File: src/rtl/lsu_ctrl.sv
`default_nettype none
// ============================================================================
// Module   : lsu_ctrl
// Purpose  : Load/store sequencing controller for the multicycle RV32I core.
//            Takes one load/store request, checks funct3 legality and
//            alignment, runs the memory handshake with a bounded wait, and
//            returns formatted load data with a one-cycle done pulse.
// Ports    : clk, rst_n             - clock, async active-low reset
//            req_i / ready_o        - request handshake (accepted when ready)
//            is_store_i, funct3_i,
//            addr_i, wdata_i        - request payload, sampled with req_i
//            done_o, err_o,
//            err_code_o, rdata_o    - completion status and load result
//            mem_*                  - memory port (registered strobes/address)
// Revision : 1.0 - initial release
// ============================================================================
module lsu_ctrl #(
  parameter int unsigned TIMEOUT_CYCLES = 255,
  parameter int unsigned CNT_W          = 16
) (
  input  logic        clk,
  input  logic        rst_n,
  input  logic        req_i,
  output logic        ready_o,
  input  logic        is_store_i,
  input  logic [2:0]  funct3_i,
  input  logic [31:0] addr_i,
  input  logic [31:0] wdata_i,
  output logic        done_o,
  output logic        err_o,
  output logic [1:0]  err_code_o,
  output logic [31:0] rdata_o,
  output logic [31:0] mem_address_o,
  output logic        mem_read_o,
  output logic        mem_write_o,
  output logic [3:0]  mem_byte_enable_o,
  output logic [31:0] mem_wdata_o,
  input  logic [31:0] mem_rdata_i,
  input  logic        mem_resp_i
);

  typedef enum logic [1:0] {
    S_IDLE   = 2'd0,
    S_ACCESS = 2'd1,
    S_DONE   = 2'd2
  } state_e;

  localparam logic [1:0] C_ERR_OK   = 2'b00;
  localparam logic [1:0] C_ERR_MIS  = 2'b01;
  localparam logic [1:0] C_ERR_TMO  = 2'b10;
  localparam logic [1:0] C_ERR_ILL  = 2'b11;

  // Counter value on the last ACCESS cycle before a timeout is declared.
  localparam logic [CNT_W-1:0] C_TMO_LAST =
    (TIMEOUT_CYCLES == 0) ? '0 : CNT_W'(TIMEOUT_CYCLES - 1);

  state_e            state_q, state_d;
  logic              is_store_q, is_store_d;
  logic [2:0]        funct3_q, funct3_d;
  logic [1:0]        off_q, off_d;
  logic [CNT_W-1:0]  cnt_q, cnt_d;
  logic              done_q, done_d;
  logic              err_q, err_d;
  logic [1:0]        err_code_q, err_code_d;
  logic [31:0]       rdata_q, rdata_d;
  logic [31:0]       addr_q, addr_d;
  logic              rd_q, rd_d;
  logic              wr_q, wr_d;
  logic [3:0]        be_q, be_d;
  logic [31:0]       wdata_q, wdata_d;

  // Request decode (from the live inputs, used only at accept time)
  logic        w_illegal;
  logic        w_misal;
  logic [3:0]  w_be;
  logic [31:0] w_wdata;
  logic [1:0]  w_off;

  assign w_off = addr_i[1:0];

  always_comb begin
    w_illegal = 1'b0;
    w_misal   = 1'b0;
    w_be      = 4'b1111;
    w_wdata   = 32'h0;
    if (is_store_i) begin
      w_illegal = (funct3_i >= 3'b011);
    end else begin
      w_illegal = (funct3_i == 3'b011) || (funct3_i == 3'b110) ||
                  (funct3_i == 3'b111);
    end
    // funct3[1:0] gives the access size for every legal encoding.
    case (funct3_i[1:0])
      2'b01:   w_misal = w_off[0];
      2'b10:   w_misal = (w_off != 2'b00);
      default: w_misal = 1'b0;
    endcase
    if (is_store_i) begin
      case (funct3_i[1:0])
        2'b00: begin
          w_be    = 4'b0001 << w_off;
          w_wdata = {4{wdata_i[7:0]}};
        end
        2'b01: begin
          w_be    = w_off[1] ? 4'b1100 : 4'b0011;
          w_wdata = {2{wdata_i[15:0]}};
        end
        default: begin
          w_be    = 4'b1111;
          w_wdata = wdata_i;
        end
      endcase
    end
  end

  // Load data formatting, driven by the latched request attributes
  logic [7:0]  w_byte;
  logic [15:0] w_half;
  logic [31:0] w_load;

  always_comb begin
    w_byte = 8'(mem_rdata_i >> {off_q, 3'b000});
    w_half = off_q[1] ? mem_rdata_i[31:16] : mem_rdata_i[15:0];
    case (funct3_q)
      3'b000:  w_load = {{24{w_byte[7]}}, w_byte};
      3'b001:  w_load = {{16{w_half[15]}}, w_half};
      3'b100:  w_load = {24'h0, w_byte};
      3'b101:  w_load = {16'h0, w_half};
      default: w_load = mem_rdata_i;
    endcase
  end

  // Next-state and output logic
  always_comb begin
    state_d    = state_q;
    is_store_d = is_store_q;
    funct3_d   = funct3_q;
    off_d      = off_q;
    cnt_d      = cnt_q;
    done_d     = 1'b0;
    err_d      = 1'b0;
    err_code_d = err_code_q;
    rdata_d    = rdata_q;
    addr_d     = addr_q;
    rd_d       = rd_q;
    wr_d       = wr_q;
    be_d       = be_q;
    wdata_d    = wdata_q;

    case (state_q)
      S_IDLE: begin
        if (req_i) begin
          is_store_d = is_store_i;
          funct3_d   = funct3_i;
          off_d      = w_off;
          if (w_illegal) begin
            state_d    = S_DONE;
            done_d     = 1'b1;
            err_d      = 1'b1;
            err_code_d = C_ERR_ILL;
          end else if (w_misal) begin
            state_d    = S_DONE;
            done_d     = 1'b1;
            err_d      = 1'b1;
            err_code_d = C_ERR_MIS;
          end else begin
            state_d = S_ACCESS;
            cnt_d   = '0;
            addr_d  = {addr_i[31:2], 2'b00};
            rd_d    = ~is_store_i;
            wr_d    = is_store_i;
            be_d    = w_be;
            wdata_d = w_wdata;
          end
        end
      end

      S_ACCESS: begin
        // A response in the same cycle as the timeout takes priority.
        if (mem_resp_i) begin
          rd_d       = 1'b0;
          wr_d       = 1'b0;
          state_d    = S_DONE;
          done_d     = 1'b1;
          err_code_d = C_ERR_OK;
          if (!is_store_q) begin
            rdata_d = w_load;
          end
        end else if ((TIMEOUT_CYCLES != 0) && (cnt_q == C_TMO_LAST)) begin
          rd_d       = 1'b0;
          wr_d       = 1'b0;
          state_d    = S_DONE;
          done_d     = 1'b1;
          err_d      = 1'b1;
          err_code_d = C_ERR_TMO;
        end else begin
          cnt_d = cnt_q + 1'b1;
        end
      end

      S_DONE: begin
        state_d = S_IDLE;
      end

      default: begin
        state_d = S_IDLE;
        rd_d    = 1'b0;
        wr_d    = 1'b0;
      end
    endcase
  end

  always_ff @(posedge clk or negedge rst_n) begin
    if (!rst_n) begin
      state_q    <= S_IDLE;
      is_store_q <= 1'b0;
      funct3_q   <= 3'b000;
      off_q      <= 2'b00;
      cnt_q      <= '0;
      done_q     <= 1'b0;
      err_q      <= 1'b0;
      err_code_q <= C_ERR_OK;
      rdata_q    <= 32'h0;
      addr_q     <= 32'h0;
      rd_q       <= 1'b0;
      wr_q       <= 1'b0;
      be_q       <= 4'h0;
      wdata_q    <= 32'h0;
    end else begin
      state_q    <= state_d;
      is_store_q <= is_store_d;
      funct3_q   <= funct3_d;
      off_q      <= off_d;
      cnt_q      <= cnt_d;
      done_q     <= done_d;
      err_q      <= err_d;
      err_code_q <= err_code_d;
      rdata_q    <= rdata_d;
      addr_q     <= addr_d;
      rd_q       <= rd_d;
      wr_q       <= wr_d;
      be_q       <= be_d;
      wdata_q    <= wdata_d;
    end
  end

  assign ready_o           = (state_q == S_IDLE);
  assign done_o            = done_q;
  assign err_o             = err_q;
  assign err_code_o        = err_code_q;
  assign rdata_o           = rdata_q;
  assign mem_address_o     = addr_q;
  assign mem_read_o        = rd_q;
  assign mem_write_o       = wr_q;
  assign mem_byte_enable_o = be_q;
  assign mem_wdata_o       = wdata_q;

endmodule
`default_nettype wire

File: config.mk
export PLATFORM = sky130hd
export DESIGN_NAME = lsu_ctrl
export DESIGN_NICKNAME = d
export VERILOG_FILES = /design/src/rtl/lsu_ctrl.sv
export SDC_FILE = /design/constraint.sdc
export NUM_CORES = 1
export LEC_CHECK = 0
export CAP_MARGIN = 0
export CORE_ASPECT_RATIO = 0.75
export CORE_UTILIZATION = 41
export DETAILED_ROUTE_END_ITERATION = 16
export GPL_TIMING_DRIVEN = 0
export PLACE_DENSITY = 0.76
export SLEW_MARGIN = 30
export SYNTH_ARGS = -nofsm -noshare
export SYNTH_HDL_FRONTEND = slang
export SYNTH_SLANG_ARGS = --single-unit
File: constraint.sdc
create_clock -name clk -period 2.52 [get_ports clk]
set_input_delay 0.504 -clock clk [delete_from_list [all_inputs] [get_ports clk]]
set_output_delay 0.504 -clock clk [all_outputs]
set_load 0.05 [all_outputs]
# After elaboration in Yosys (flattened, before gate mapping)
# Index checks and enable logic that the tools add are counted.
dict set report totals {
  input_bits 104
  reg_bits 128
  output_inout_bits 107
}
dict set report op_classes {
  n_mux 44
  bitwise 5
  shift 2
  n_lt_le_gt_ge 1
  add_sub_neg 1
  n_reduce_logical 14
  eq_ne 18
}
# op count
set op_table {}
lappend op_table {{32-bit one-hot mux with 4 select lines} 1}
lappend op_table {{16-bit two-way mux} 6}
lappend op_table {{32-bit one-hot mux with 2 select lines} 1}
lappend op_table {{32-bit two-way mux} 1}
lappend op_table {{16-bit one-hot mux with 2 select lines} 1}
lappend op_table {{32-bit by 5-bit >> shifter with 8-bit output} 1}
lappend op_table {{2-bit two-way mux} 9}
lappend op_table {{16-bit by 1-bit adder with 16-bit output (second input constant)} 1}
lappend op_table {{16-bit by 8-bit == test with 1-bit output (second input constant)} 1}
lappend op_table {{1-bit two-way mux} 15}
lappend op_table {{3-bit == test (second input constant)} 4}
lappend op_table {{2-bit != test (second input constant)} 5}
lappend op_table {{4-bit two-way mux} 2}
lappend op_table {{2-bit one-hot mux with 2 select lines} 2}
lappend op_table {{4-bit one-hot mux with 2 select lines} 1}
lappend op_table {{4-bit AND reduction} 2}
lappend op_table {{1-bit one-hot mux with 2 select lines} 3}
lappend op_table {{1-bit one-hot mux with 3 select lines} 2}
lappend op_table {{6-bit AND reduction} 1}
lappend op_table {{1-bit NOT} 5}
lappend op_table {{5-bit AND reduction} 1}
lappend op_table {{2-bit by 1-bit == test with 1-bit output (second input constant)} 2}
lappend op_table {{2-bit == test (second input constant)} 2}
lappend op_table {{2-bit zero test} 2}
lappend op_table {{other kinds (11)} 14}

# Logic depth before layout (Yosys ltp)
dict set report logic_depth {
  word_depth 7
  depth_mapped 10
  ltp_nobuf 8
}

# Least setup slack after synthesis
# Ideal clock, no wire load.
dict set report synth_path {
  path_type {register to register}
  startpoint {register state_q[0]}
  endpoint {register cnt_q[11]}
  t_arrival_ns 2.049
  path_stages_with_launch 7
  synth_period_minus_slack_ns 2.181
  slack_ns 0.339
  path_buffers 2
  path_cell_list {dfrtp_1 nor2_2 nand2_1 nor3_2 buf_2 clkbuf_1 nor2_1}
}
dict set report synth_via {
  elab_chain_len 3
  elab_cells_between_ends 10
  classes_between {6 x eq/ne; 1 x mux; 3 x reduce/logical}
}
# element line
set synth_lines {}
lappend synth_lines {{start, declared} 57} ;# state_e state_q, state_d;
lappend synth_lines {{start signal, assigned} 230} ;# state_q <= state_d;
lappend synth_lines {{2-bit zero test (*)} -}
lappend synth_lines {{named net ready_o} 24} ;# output logic ready_o,
lappend synth_lines {{2-bit != test (no line) / 2-bit nonzero test (equally long branches)} -}
lappend synth_lines {{6-bit AND reduction (no line)} -}
lappend synth_lines {{end signal, assigned} 234} ;# cnt_q <= cnt_d;
lappend synth_lines {{end, declared} 61} ;# logic [CNT_W-1:0] cnt_q, cnt_d;
# Mark *: on every way through the listed nets, which the timed path passes. The rest lies on a longest branch.
# A chain may end at the register's enable or synchronous reset.

# Worst setup path in the final report
dict set report layout_path {
  startpoint {register state_q[0]}
  endpoint {output port ready_o}
}
dict set report layout_via {
  elab_chain_len 1
}
# element line
set layout_lines {}
lappend layout_lines {{2-bit zero test} 247} ;# assign ready_o = (state_q == S_IDLE);
lappend layout_lines {{end, declared} 24}
# Every way passes these cells.

==> results_dict.tcl <==
set metrics [dict create \
    run_status "completed" \
    arrival_ns 1.90 \
    core-area_sq_mm 0.0145 \
    path_cells "nor2_2 > clkdlybuf4s50_1" \
    initial_core_util_pct 42.2 \
    worst_hold_path_type "in -> async" \
    pwr-share-comb_pct 53.9 \
    ys_warn_count 0 \
    design.portCount 211 \
    place_hpwl_um 13900 \
    diodes 0 \
    rsz0062_at_grt "false" \
    final-max-slew-violation-count 0 \
    switchingPower_mw 6.15 \
    fin_setup_tns_ns 0 \
    antenna_found_initial 0 \
    clkSinkCount 128 \
    layout_min_cycle_time_ns 2.40 \
    num_rows 38 \
    die_area_sq_mm 0.0155 \
    max_stage_delay_ns 0.86 \
    p_seq_share_pct 26.7 \
    cts.path.max_buffers 2 \
    fin_nets 1038 \
    insertion_delay_ns 0.41 \
    gp_congestion 0.887 \
    dieHeight_um 108 \
    final_cells 1140 \
    synth-edff-count 0 \
    netSwitchingFraction_pct 47.4 \
    cts_hold_buf 0 \
    drc 0 \
    r2r-end "rdata_o[15]$_DFFE_PN0P_" \
    path_delay_family "buffers and inverters" \
    power.leakage_nw 4.15 \
    p_clk_share_pct 19.4 \
    max_freq_mhz 416 \
    relSlewSlack_pct 58.8 \
    ys_ff_latch 128 \
    seq_area_frac_synth_pct 52.2 \
    htreeDepth 4 \
    p_int_mw 6.81 \
    tightest_slew_ns 0.615 \
    clock_skew_ns 0.0134 \
    num_vias 5924 \
    critPathCaptureType "primary output" \
    critPathBufInv 1 \
    powerDensity_mw_per_mm2 1410 \
    slowest_stage "clkdlybuf4s50_1" \
    grt_usage_pct 25.1 \
    area_growth_pct 49.9 \
    dpl_cell_area_sq_mm 0.00851 \
    drt-pass1-iter-count 5 \
    crit_fanout 4 \
    worstSetupStartpointType "register" \
    crit_start "state_q[0]$_DFFE_PN0P_" \
    ir_drop_mv 0.819 \
    drtIter0Drc 441 \
    ys.flop_type "dfrtp_1" \
    setup_viol 0 \
    netlist_area_sq_mm 0.00614 \
    ant_nets 0 \
    reg2regPathDepth 6 \
    maxCapViolations 0 \
    grt_pass1_wl_um 29900 \
    cts_buffers 17 \
    final_area_sq_mm 0.00920 \
    port_buffers 208 \
    hold_viol_final 0 \
    cts.root.buffer_cell "clkbuf_16" \
    synth_area_per_cell_sq_um 8.82 \
    dieWidth_um 143 \
    period_share_pct 95.4 \
    cts_tree "yes" \
    worst_ep_required_time_ns 2.02 \
    crit_end "ready_o" \
    yosys.cell_types.count 54 \
    hold_ws_ns 0.0393 \
    placed_cells 1106 \
    grt_pass1_vias 5669 \
    worstSetupPathType "reg -> out" \
    cts.clk_slew.worst_paths_ns 0.06 \
    grt_max_degree 70 \
    drt-total-wl_um 19100 \
    r2r_setup_slack_ns 0.29 \
    grt-ovfl-total 0 \
    reg2reg_from "state_q[1]$_DFFE_PN0P_" \
    synthArstFlopShare_pct 100 \
    critical_path_depth 2 \
    post_drt_wl_per_cell_um 16.8 \
    drive_gt1_share_pct 9.68 \
    vias_per_cell 5.20 \
    synth_cells 696 \
]
cell usage in the layout, fill, tap and decap left out, types with 10 or more instances in the layout:
| cell | Yosys | routed |
|---|---|---|
| dfrtp_1 | 128 | 128 |
| nand2b_1 | 11 | 11 |
| clkbuf_1 | 31 | 22 |
| nand3_1 | 19 | 19 |
| clkbuf_16 | 0 | 17 |
| nand2_1 | 226 | 224 |
| inv_1 | 10 | 10 |
| mux2_2 | 15 | 15 |
| o21ai_0 | 45 | 45 |
| nor2_1 | 54 | 52 |
| clkdlybuf4s50_1 | 0 | 205 |
| o31ai_1 | 17 | 17 |
| a21oi_1 | 39 | 38 |
stage by stage:
stage	worst slack [ns]	utilization, %	power (mW)
after global placement	-4.26	58.2	10.3
after global routing	0.0470	63.2	13.6
final	0.116	63.2	13.0
after detailed placement	-0.717	58.5	10.4
after CTS	0.00394	62.8	13.0
after floorplan	0.339	-	7.93
worst min path at each step:
stage,endpoint,depth (start not counted),slack [ns]
after floorplan,cnt_q[0]$_DFFE_PN0P_,0,0.21
after global placement,mem_wdata_o[17]$_DFFE_PN0P_,2,0.45
after detailed placement,mem_wdata_o[18]$_DFFE_PN0P_,2,0.45
after CTS,state_q[1]$_DFFE_PN0P_,1,0.07
after global routing,cnt_q[7]$_DFFE_PN0P_,1,0.09
final,cnt_q[2]$_DFFE_PN0P_,1,0.04
repair_timing:
item                                   in CTS  in global routing
gates cloned                                0                  0
gates resized for setup                    10                 18
setup endpoints to repair                  79                 81
pin swaps                                   1                  2
setup buffers                               1                  3
endpoints found under the hold margin       0                  0
power by group through the flow:
stage | combinational (mW) | sequential, mW | clock (mW)
after floorplan | 1.72 | 6.21 | 0
after global placement | 6.84 | 3.48 | 0
after detailed placement | 6.92 | 3.48 | 0
after CTS | 6.96 | 3.46 | 2.55
after global routing | 7.38 | 3.56 | 2.64
final | 6.99 | 3.46 | 2.51
registers in the layout (all words and copies together), names as in the netlist:
| name | count |
|---|---|
| mem_wdata_o | 32 |
| rdata_o | 32 |
| mem_address_o | 30 |
| is_store_q | 1 |
| err_o | 1 |
| off_q | 2 |
| mem_read_o | 1 |
| state_q | 2 |
| mem_byte_enable_o | 4 |
| mem_write_o | 1 |
| err_code_o | 2 |
| cnt_q | 16 |
| done_o | 1 |
| funct3_q | 3 |
synth_stat cells, types with 8 or more instances:
master | count | area (sq um)
buf_2 | 8 | 40.0
dfrtp_1 | 128 | 3200
inv_1 | 10 | 37.5
o22a_1 | 8 | 70.1
mux2_2 | 15 | 169
o21ai_0 | 45 | 225
a21oi_1 | 39 | 195
o31ai_1 | 17 | 128
a22o_1 | 8 | 70.1
nand3_1 | 19 | 95.1
nand2b_1 | 11 | 68.8
nor2_1 | 54 | 203
nand2_1 | 226 | 848
clkbuf_1 | 31 | 116
metal layers:
metal | share of wire [%] | track usage, % | vias up | wire length (um)
li1 | - | - | 2818 | -
met5 | 0 | 0 | - | 0
met1 | 45 | 35.8 | 2845 | 8700
met3 | 8.6 | 5.89 | 24 | 1650
met4 | 0.81 | 6.91 | 0 | 155
met2 | 45 | 38.1 | 237 | 8620
final cells by class:
type / instances / area (sq um)
well taps: 200 / 250
clock buffers: 19 / 443
repair buffers: 213 / 2150
plain buffers: 42 / 200
fillers: 1204 / 5350
flip-flops and latches: 128 / 3200
inverters: 10 / 37.5
multi-input cells: 516 / 2760
clock inverters: 12 / 160
cell families (layout without fill, tap and decap cells):
logic type	count (synthesis)	after routing	synth area share (%)
AND/OR/NAND/NOR	340	340	23.1
flip-flops	128	128	52.2
XOR/XNOR	7	7	0.999
buffers and inverters	53	296	3.67
adder cells (fa/ha/maj)	6	6	1.22
AO/OA/AOI/OAI	145	145	15.6
multiplexers	16	16	3.12
other	1	2	0.0611
Note: power is estimated with default switching activity, not from simulation.
